[src/rtl/conv_encoder_pkg.sv]
// Shared definitions for the rate-1/2, K=3 convolutional encoder subsystem.
package conv_encoder_pkg;

  localparam int K      = 3;
  localparam int BYTE_W = 8;
  localparam int WORD_W = 16;

  localparam logic [K-1:0] G0_DEFAULT = 3'b111;
  localparam logic [K-1:0] G1_DEFAULT = 3'b101;

  typedef enum logic [1:0] {
    S_IDLE,
    S_READ,
    S_ENC,
    S_OUT
  } state_t;

  // u = {current bit, s[1], s[0]}; returns {upper, lower} code bits
  function automatic logic [1:0] code_pair(input logic [K-1:0] u,
                                           input logic [K-1:0] g0,
                                           input logic [K-1:0] g1);
    return {^(u & g0), ^(u & g1)};
  endfunction

endpackage

[src/rtl/sync_fifo.sv]
// Single-clock FIFO with registered read data and drop-on-full writes.
module sync_fifo #(
  parameter int DATA_WIDTH = 8,
  parameter int FIFO_DEPTH = 16
) (
  input  logic                  clk,
  input  logic                  rst_n,
  input  logic                  wr_en,
  input  logic [DATA_WIDTH-1:0] wr_data,
  input  logic                  rd_en,
  output logic [DATA_WIDTH-1:0] rd_data,
  output logic                  full,
  output logic                  empty
);

  localparam int AW = $clog2(FIFO_DEPTH);

  logic [DATA_WIDTH-1:0] mem [FIFO_DEPTH];
  logic [AW:0]           wr_ptr;
  logic [AW:0]           rd_ptr;
  logic                  do_wr;
  logic                  do_rd;

  // Extra pointer MSB distinguishes full from empty when the indices match
  assign empty = (wr_ptr == rd_ptr);
  assign full  = (wr_ptr[AW] != rd_ptr[AW]) && (wr_ptr[AW-1:0] == rd_ptr[AW-1:0]);
  assign do_wr = wr_en && !full;
  assign do_rd = rd_en && !empty;

  // NOTE: storage is deliberately left without reset; only pointers define
  // validity, and a reset-free array maps onto plain RAM.
  always_ff @(posedge clk) begin
    if (do_wr) mem[wr_ptr[AW-1:0]] <= wr_data;
  end

  // NOTE: sequential state uses non-blocking assignments so every register
  // samples pre-edge values regardless of statement order.
  always_ff @(posedge clk or negedge rst_n) begin
    if (!rst_n) begin
      wr_ptr  <= '0;
      rd_ptr  <= '0;
      rd_data <= '0;
    end else begin
      if (do_wr) wr_ptr <= wr_ptr + (AW+1)'(1);
      if (do_rd) begin
        rd_data <= mem[rd_ptr[AW-1:0]];
        rd_ptr  <= rd_ptr + (AW+1)'(1);
      end
    end
  end

endmodule

[src/rtl/conv_encoder_top.sv]
// Byte-oriented rate-1/2, K=3 convolutional encoder: FIFO in, 16-bit coded word out.
module conv_encoder_top
  import conv_encoder_pkg::*;
#(
  parameter int           FIFO_DEPTH = 16,
  parameter logic [K-1:0] G0         = G0_DEFAULT,
  parameter logic [K-1:0] G1         = G1_DEFAULT
) (
  input  logic              clk,
  input  logic              rst,
  input  logic              dvalid_i,
  input  logic [BYTE_W-1:0] data_i,
  input  logic              flush_i,
  output logic              busy_o,
  output logic [WORD_W-1:0] data_o,
  output logic              valid_o,
  input  logic              ready_i
);

  state_t              state;
  state_t              next_state;
  logic                rd_en;
  logic [BYTE_W-1:0]   rd_data;
  logic                full;
  logic                empty;
  logic                rst_n;
  logic [BYTE_W-1:0]   sh;
  logic [2:0]          cnt;
  logic [K-2:0]        s;
  logic [WORD_W-3:0]   word;
  logic [WORD_W-1:0]   next_word;
  logic                flush_pending;

  assign rst_n  = ~rst;
  assign busy_o = full;

  sync_fifo #(
    .DATA_WIDTH (BYTE_W),
    .FIFO_DEPTH (FIFO_DEPTH)
  ) u_fifo (
    .clk     (clk),
    .rst_n   (rst_n),
    .wr_en   (dvalid_i),
    .wr_data (data_i),
    .rd_en   (rd_en),
    .rd_data (rd_data),
    .full    (full),
    .empty   (empty)
  );

  always_ff @(posedge clk or posedge rst) begin
    if (rst) state <= S_IDLE;
    else     state <= next_state;
  end

  // NOTE: every output of this block is given a default first, so no path
  // leaves a signal unassigned and no latch is inferred.
  always_comb begin
    next_state = state;
    rd_en      = 1'b0;
    case (state)
      S_IDLE: begin
        if (!empty) begin
          rd_en      = 1'b1;
          next_state = S_READ;
        end
      end
      S_READ: next_state = S_ENC;
      S_ENC:  if (cnt == 3'd7) next_state = S_OUT;
      S_OUT: begin
        if (ready_i) begin
          if (!empty) begin
            rd_en      = 1'b1;
            next_state = S_READ;
          end else begin
            next_state = S_IDLE;
          end
        end
      end
      default: next_state = S_IDLE;
    endcase
  end

  // Upper bits of the 16-bit word shift out naturally after 8 pairs
  assign next_word = {word, code_pair({sh[BYTE_W-1], s}, G0, G1)};

  always_ff @(posedge clk or posedge rst) begin
    if (rst) begin
      sh            <= '0;
      cnt           <= '0;
      s             <= '0;
      word          <= '0;
      data_o        <= '0;
      valid_o       <= 1'b0;
      flush_pending <= 1'b0;
    end else begin
      case (state)
        S_READ: begin
          sh  <= rd_data;
          cnt <= '0;
          if (flush_pending || flush_i) s <= '0;
        end
        S_ENC: begin
          sh   <= {sh[BYTE_W-2:0], 1'b0};
          s    <= {sh[BYTE_W-1], s[1]};
          word <= next_word[WORD_W-3:0];
          cnt  <= cnt + 3'd1;
          if (cnt == 3'd7) begin
            data_o  <= next_word;
            valid_o <= 1'b1;
          end
        end
        S_OUT:   if (ready_i) valid_o <= 1'b0;
        default: ;
      endcase

      // A flush seen outside S_READ waits for the next byte to be loaded
      if (state == S_READ) flush_pending <= 1'b0;
      else if (flush_i)    flush_pending <= 1'b1;
    end
  end

endmodule

[config.mk]
export PLATFORM = sky130hd
export DESIGN_NAME = conv_encoder_top
export DESIGN_NICKNAME = d
export VERILOG_FILES = /design/src/rtl/conv_encoder_pkg.sv /design/src/rtl/sync_fifo.sv /design/src/rtl/conv_encoder_top.sv
export SDC_FILE = /design/constraint.sdc
export NUM_CORES = 1
export LEC_CHECK = 0
export BUFFER_PORTS_ARGS = -buffer_cell sky130_fd_sc_hd__buf_2
export CAP_MARGIN = 30
export CORE_UTILIZATION = 55
export DETAILED_ROUTE_END_ITERATION = 6
export GPL_TIMING_DRIVEN = 0
export PLACE_DENSITY = 0.75
export SYNTH_ARGS = -nofsm -noshare
export SYNTH_HDL_FRONTEND = slang
export SYNTH_SLANG_ARGS = --single-unit
[constraint.sdc]
create_clock -name clk -period 2.57 [get_ports clk]
set_input_delay 0.257 -clock clk [delete_from_list [all_inputs] [get_ports clk]]
set_output_delay 0.257 -clock clk [all_outputs]
set_load 0.01 [all_outputs]
## After elaboration in Yosys (flattened, before gate mapping)

Memory sizes are Yosys's and may differ from the RTL's. A register that Yosys moved wholly into a read port is not among the register bits.
Index checks and enable logic that the tools add are counted.

| word-level totals | value |
|---|---|
| register bits | 57 |
| bits in writable memories | 128 |
| input bits | 13 |
| output and inout port bits | 18 |
| word-level logic and storage cells | 60 |
| memories kept | 1 |

| operators by class | value |
|---|---|
| add/sub/neg operators | 3 |
| equal/unequal tests | 11 |
| muxes and demuxes | 19 |
| reductions and logical operators | 16 |

Memories:

| name | depth | bits a word | rd ports | clocked after memory_dff | wr ports | RTL line | text |
|---|---|---|---|---|---|---|---|
| u_fifo.mem | 16 | 8 | 1 | 1 | 1 | sync_fifo.sv:18 | `logic [DATA_WIDTH-1:0] mem [FIFO_DEPTH];` |

Operators by type and width:

| cell | count |
|---|---|
| $pmux 8 s2 | 1 |
| $add 5x1->5 const B | 2 |
| $mux 1 | 9 |
| $mux 2 | 4 |
| $ne 2x2->1 const B | 4 |
| $pmux 2 s4 | 1 |
| $pmux 3 s2 | 1 |
| $reduce_and 3->1 | 2 |
| $reduce_bool 2->1 | 3 |
| $reduce_xor 3->1 | 2 |
| $eq 5x5->1 | 1 |
| $eq 2x2->1 const B | 2 |
| $eq 4x4->1 | 1 |
| $pmux 1 s2 | 2 |
| $pmux 2 s2 | 1 |
| $reduce_and 2->1 | 2 |
| $add 3x1->3 const B | 1 |
| $eq 3x3->1 const B | 1 |
| $logic_and 1x1->1 | 3 |
| $eq 2x1->1 const B | 1 |
| $logic_not 1->1 | 2 |
| $logic_not 2->1 | 1 |
| $logic_or 1x1->1 | 1 |
| $ne 1x1->1 | 1 |

## Longest topological paths before layout

| depth | value |
|---|---|
| word-level depth | 6 |
| depth in mapped cells | 7 |
| mapped depth without buffers | 6 |

## Cells and area by module

Synthesis repeated with hierarchy kept, for this count alone.

| second synthesis, totals | value |
|---|---|
| cell total of the unflattened synthesis | 454 |
| area, all modules | 7971.4 um^2 |

By module, submodules not included:

| module | instances | cells each | area each (um^2) | seq. area each (um^2) |
|---|---|---|---|---|
| sync_fifo | 1 | 301 | 5954.5 | 4294.1 |
| conv_encoder_top | 1 | 153 | 2016.9 | 1176.1 |

## Worst setup path after synthesis

OpenSTA, ideal clock, no wires.

| timing | value |
|---|---|
| path type | reg-to-reg |
| start | register u_fifo.rd_ptr[1] |
| end | memory u_fifo.mem[1][0] (enable) |
| setup time | 0.398 ns |
| arrival time | 2.059 ns |
| required time | 2.172 ns |
| slack | 0.113 ns |
| stages on the path, launching flop included | 6 |
| buffers on the path | 1 |
| period minus slack after synthesis | 2.457 ns |
| cells stage by stage | dfrtp_1 -> buf_6 -> xnor2_1 -> nand4_2 -> o21ai_0 -> nor4b_1 |

| between the ends | value |
|---|---|
| longest elaborated chain between the ends | 6 |

RTL lines:

| element | RTL line | text |
|---|---|---|
| start: declaration | sync_fifo.sv:20 | `logic [AW:0] rd_ptr;` |
| start signal: assignment | sync_fifo.sv:47 | `rd_ptr <= rd_ptr + (AW+1)'(1);` |
| $eq 4x4->1 | sync_fifo.sv:26 | `assign full = (wr_ptr[AW] != rd_ptr[AW]) && (wr_ptr[AW-1:0] == rd_ptr[AW-1:0]);` |
| $logic_and 1x1->1 | sync_fifo.sv:26 |  |
| $logic_not 1->1 | sync_fifo.sv:27 | `assign do_wr = wr_en && !full;` |
| $logic_and 1x1->1 | sync_fifo.sv:27 |  |
| $mux 1 | sync_fifo.sv:33 | `if (do_wr) mem[wr_ptr[AW-1:0]] <= wr_data;` |
| $mux 1 (not written as such) | sync_fifo.sv:33 |  |
| end: declaration | sync_fifo.sv:18 |  |

No other way between the ends.

## Final worst setup path

| timing | value |
|---|---|
| start | register u_fifo.wr_ptr[3] |
| end | memory u_fifo.mem[7][7] (enable) |

| between the ends | value |
|---|---|
| longest elaborated chain between the ends | 6 |

RTL lines:

| element | RTL line | text |
|---|---|---|
| start: declaration | sync_fifo.sv:19 | `logic [AW:0] wr_ptr;` |
| start signal: assignment | sync_fifo.sv:44 | `if (do_wr) wr_ptr <= wr_ptr + (AW+1)'(1);` |
| $eq 4x4->1 | sync_fifo.sv:26 |  |
| $logic_and 1x1->1 | sync_fifo.sv:26 |  |
| $logic_not 1->1 | sync_fifo.sv:27 |  |
| $logic_and 1x1->1 | sync_fifo.sv:27 |  |
| $mux 1 | sync_fifo.sv:33 |  |
| $mux 1 (not written as such) | sync_fifo.sv:33 |  |

Parallel ways exist; a longest one is shown, timed or not.

==> key figures <==
Clock tree
  • Clock sink count: 193
  • Max Root-Sink Buffers: 2
  • Clk slew on worst S/H paths: 0.07 ns
  • Clock root buffer master: clkbuf_16
  • Clk_lat worst skew: 0.43 ns
  • H-tree levels: 4
  • TritonCTS clock tree: yes
  • TritonCTS Buffers: 17

GRT
  • Initial antenna violation count: 0
  • Vias in the first global route: 4233
  • Largest net degree at the start of global routing: 41
  • First-pass GRT wire length: 22670 um
  • Total global-route track usage: 0.2154
  • GRT Residual Overflow: 0

Layout
  • Most frequent cells in the layout: edfxtp_1 (128), dfrtp_1 (65), mux2_2 (46)
  • Most common cell after layout, fill and taps aside: edfxtp_1
  • Fin nets: 534
  • # fillers: 1005
  • Multi-input logic area: 2335 um^2
  • Layout cells sized above 1: 0.3046
  • Area growth from synthesis to layout: 12.54%
  • Non-Filler Instances: 702
  • Register area: 5470 um^2
  • Antenna cell count: 0
  • Post-route cell area: 8926 um^2

Worst setup path
  • Crit end category: flip-flop
  • Crit path kind: reg2reg
  • Worst Path Arrival: 2.53 ns
  • Required @ worst endpoint: 2.68 ns
  • Critical path launch point type: flip-flop
  • CP max FO: 10

Timing
  • Tcrit/Tclk final: 0.9447
  • Fmax: 0.4119 GHz
  • Clock skew: 0.01130 ns
  • Fin. Hold Viols: 0
  • Slew @ Worst Pin: 0.6916 ns
  • Setup Viol. Count Final: 0
  • Fin crit period: 2.428 ns
  • Slew Viols, Final: 0
  • Rel. slew slack: 0.5356
  • RSZ-0062 raised after global routing: false

Logic synthesis
  • Number of enable flip-flop cells after synthesis: 128
  • Share of flip-flops with an asynchronous set or reset: 0.3368
  • Yosys cell types: 39
  • Flops & latches, synth: 193
  • Synth warn: 0
  • Ys flop type: edfxtp_1
  • Synthesized instance count: 454
  • Simple-gate portion of the synthesized area: 0.04291
  • Compound-cell area share of the yosys netlist: 0.04512
  • Post-synth net total: 479
  • Mux cell area share after synthesis: 0.1652
  • Post-Synth XOR/XNOR Area: 0.01767
  • Register area share after synthesis: 0.6897
  • Largest family of logic cells by synthesized area: multiplexers
  • Post-Synth Adder-Cell Area: 0.01893
  • Cell area after synthesis: 7931 um^2
  • Mapped Avg Cell Area: 17.47 um^2

Drt
  • Detail Route Antenna Nets: 0
  • WL/cell: 20.92 um
  • Drt pass-1 iters: 5
  • Overall routed net length: 14690 um
  • Vias per cell: 5.855
  • DRT iter0 DRCs: 304
  • DR DRC count: 0
  • Via count: 4110

Floorplanning
  • # rows: 43
  • Die width: 122.1 um
  • Initial Util: 0.5670
  • Die area: 14900 um^2
  • Core area: 13990 um^2
  • Io pins: 31
  • Die height: 122.1 um

Placed design
  • Gpl congestion: 0.8535
  • Dpl cells: 669
  • IO Port Bufs: 30
  • Area after DPL: 8382 um^2
  • Detailed Place HPWL: 9842 um

Power and ir drop
  • PD cells: 1124 nW/um^2
  • Total Power: 10.03 mW
  • Pleak: 3.360 nW
  • Peak supply drop: 0.5677 mV

Run status
  • Status: complete, no violations

Hold path
  • Hold/Removal Path Class: in2reg

Job
  • Maxcap violations: 0
## sequential cells by signal, indices dropped and copies added, names as in the netlist
signal and flops:
u_fifo.mem 128, u_fifo.rd_data 8, state 2, flush_pending 1
data_o 16, u_fifo.wr_ptr 5, word 14, cnt 3
valid_o 1, u_fifo.rd_ptr 5, sh 8, s 2
## logic make-up (layout without fill, tap and decap cells)
group / count (synthesis) / count (layout)
AO/OA/AOI/OAI: 49 / 49
adder cells (fa/ha/maj): 12 / 12
multiplexers: 95 / 95
flip-flops: 193 / 193
AND/OR/NAND/NOR: 54 / 54
XOR/XNOR: 16 / 16
buffers and inverters: 35 / 103
## synth_stat cells (6+ instances only)
master / n / area, um^2
edfxtp_1: 128 / 3844
dfrtp_1: 65 / 1627
mux2_2: 46 / 518.0
mux2i_1: 24 / 240.2
mux4_2: 24 / 540.5
nor2_1: 15 / 56.30
xnor2_1: 15 / 131.4
ha_1: 12 / 150.1
clkbuf_1: 11 / 41.29
inv_1: 11 / 41.29
a21oi_1: 10 / 50.05
a22o_1: 10 / 87.58
a221oi_1: 8 / 70.07
and4b_1: 8 / 80.08
nand2b_1: 8 / 50.05
o21ai_0: 8 / 40.04
buf_2: 6 / 30.03
## metrics by stage
stage	TNS (ns)	setup slack, ns	util	hold slack, ns
after floorplan	0	0.1134	-	0.3559
after global placement	-23.03	-0.6684	0.5938	0.4599
after detailed placement	0	0.06361	0.5992	0.3480
after CTS	0	0.04450	0.6373	0.08243
after global routing	0	0.04197	0.6381	0.09720
final	0	0.1421	0.6381	0.09675
## worst max-delay path, cell delays in order, from the launching register on
cell      delay (ns)
dfrtp_1         0.33
clkbuf_1        0.32
xnor2_1         0.16
and4_1          0.28
a21boi_1        0.32
buf_2           0.27
and4b_2         0.41
## area by class of cell
class / count / area share
sequential: 193 / 0.6128
multi-input combinational: 226 / 0.2616
clock buffer: 19 / 0.04850
tap: 180 / 0.02523
timing repair buffer: 36 / 0.02355
buffer: 24 / 0.01360
clock inverter: 13 / 0.01009
inverter: 11 / 0.004626
## where the power goes
| part | total [mW] | switching (mW) | leakage [nW] | internal (mW) |
|---|---|---|---|---|
| Combinational | 3.47 | 1.87 | 1.16 | 1.60 |
| Sequential | 4.23 | 0.303 | 1.96 | 3.92 |
| Clock | 2.34 | 1.10 | 0.244 | 1.23 |
| Total | 10.0 | 3.27 | 3.36 | 6.76 |
## repair_timing
| item | 4_1_cts | 5_1_grt |
|---|---|---|
| hold buffers | 1 | 0 |
| endpoints found under the hold margin | 25 | 0 |
| setup buffers | 0 | 0 |
| gates resized for setup | 0 | 10 |
| setup endpoints to repair | 0 | 78 |
## path summary, 6_finish.rpt
path | startpoint | to | slack [ns] | cells after the start
min | flush_i | flush_pending | 0.1 | 3
max | u_fifo.wr_ptr[3] | u_fifo.mem[7][7] | 0.14 | 6
max reg2reg | u_fifo.wr_ptr[3] | u_fifo.mem[7][7] | 0.14 | 6
min reg2reg | data_o[0] | data_o[0] | 0.47 | 2
max in group asynchronous | rst | sh[3] | 1.54 | 4
min in group asynchronous | rst | data_o[9] | 0.43 | 3
## layer usage
| layer | global-route usage | share of wire |
|---|---|---|
| met1 | 0.2606 | 0.41 |
| met2 | 0.3746 | 0.52 |
| met3 | 0.04494 | 0.049 |
| met4 | 0.09070 | 0.016 |
| met5 | 0 | 0 |
Note: power is estimated with default switching activity, not from simulation.
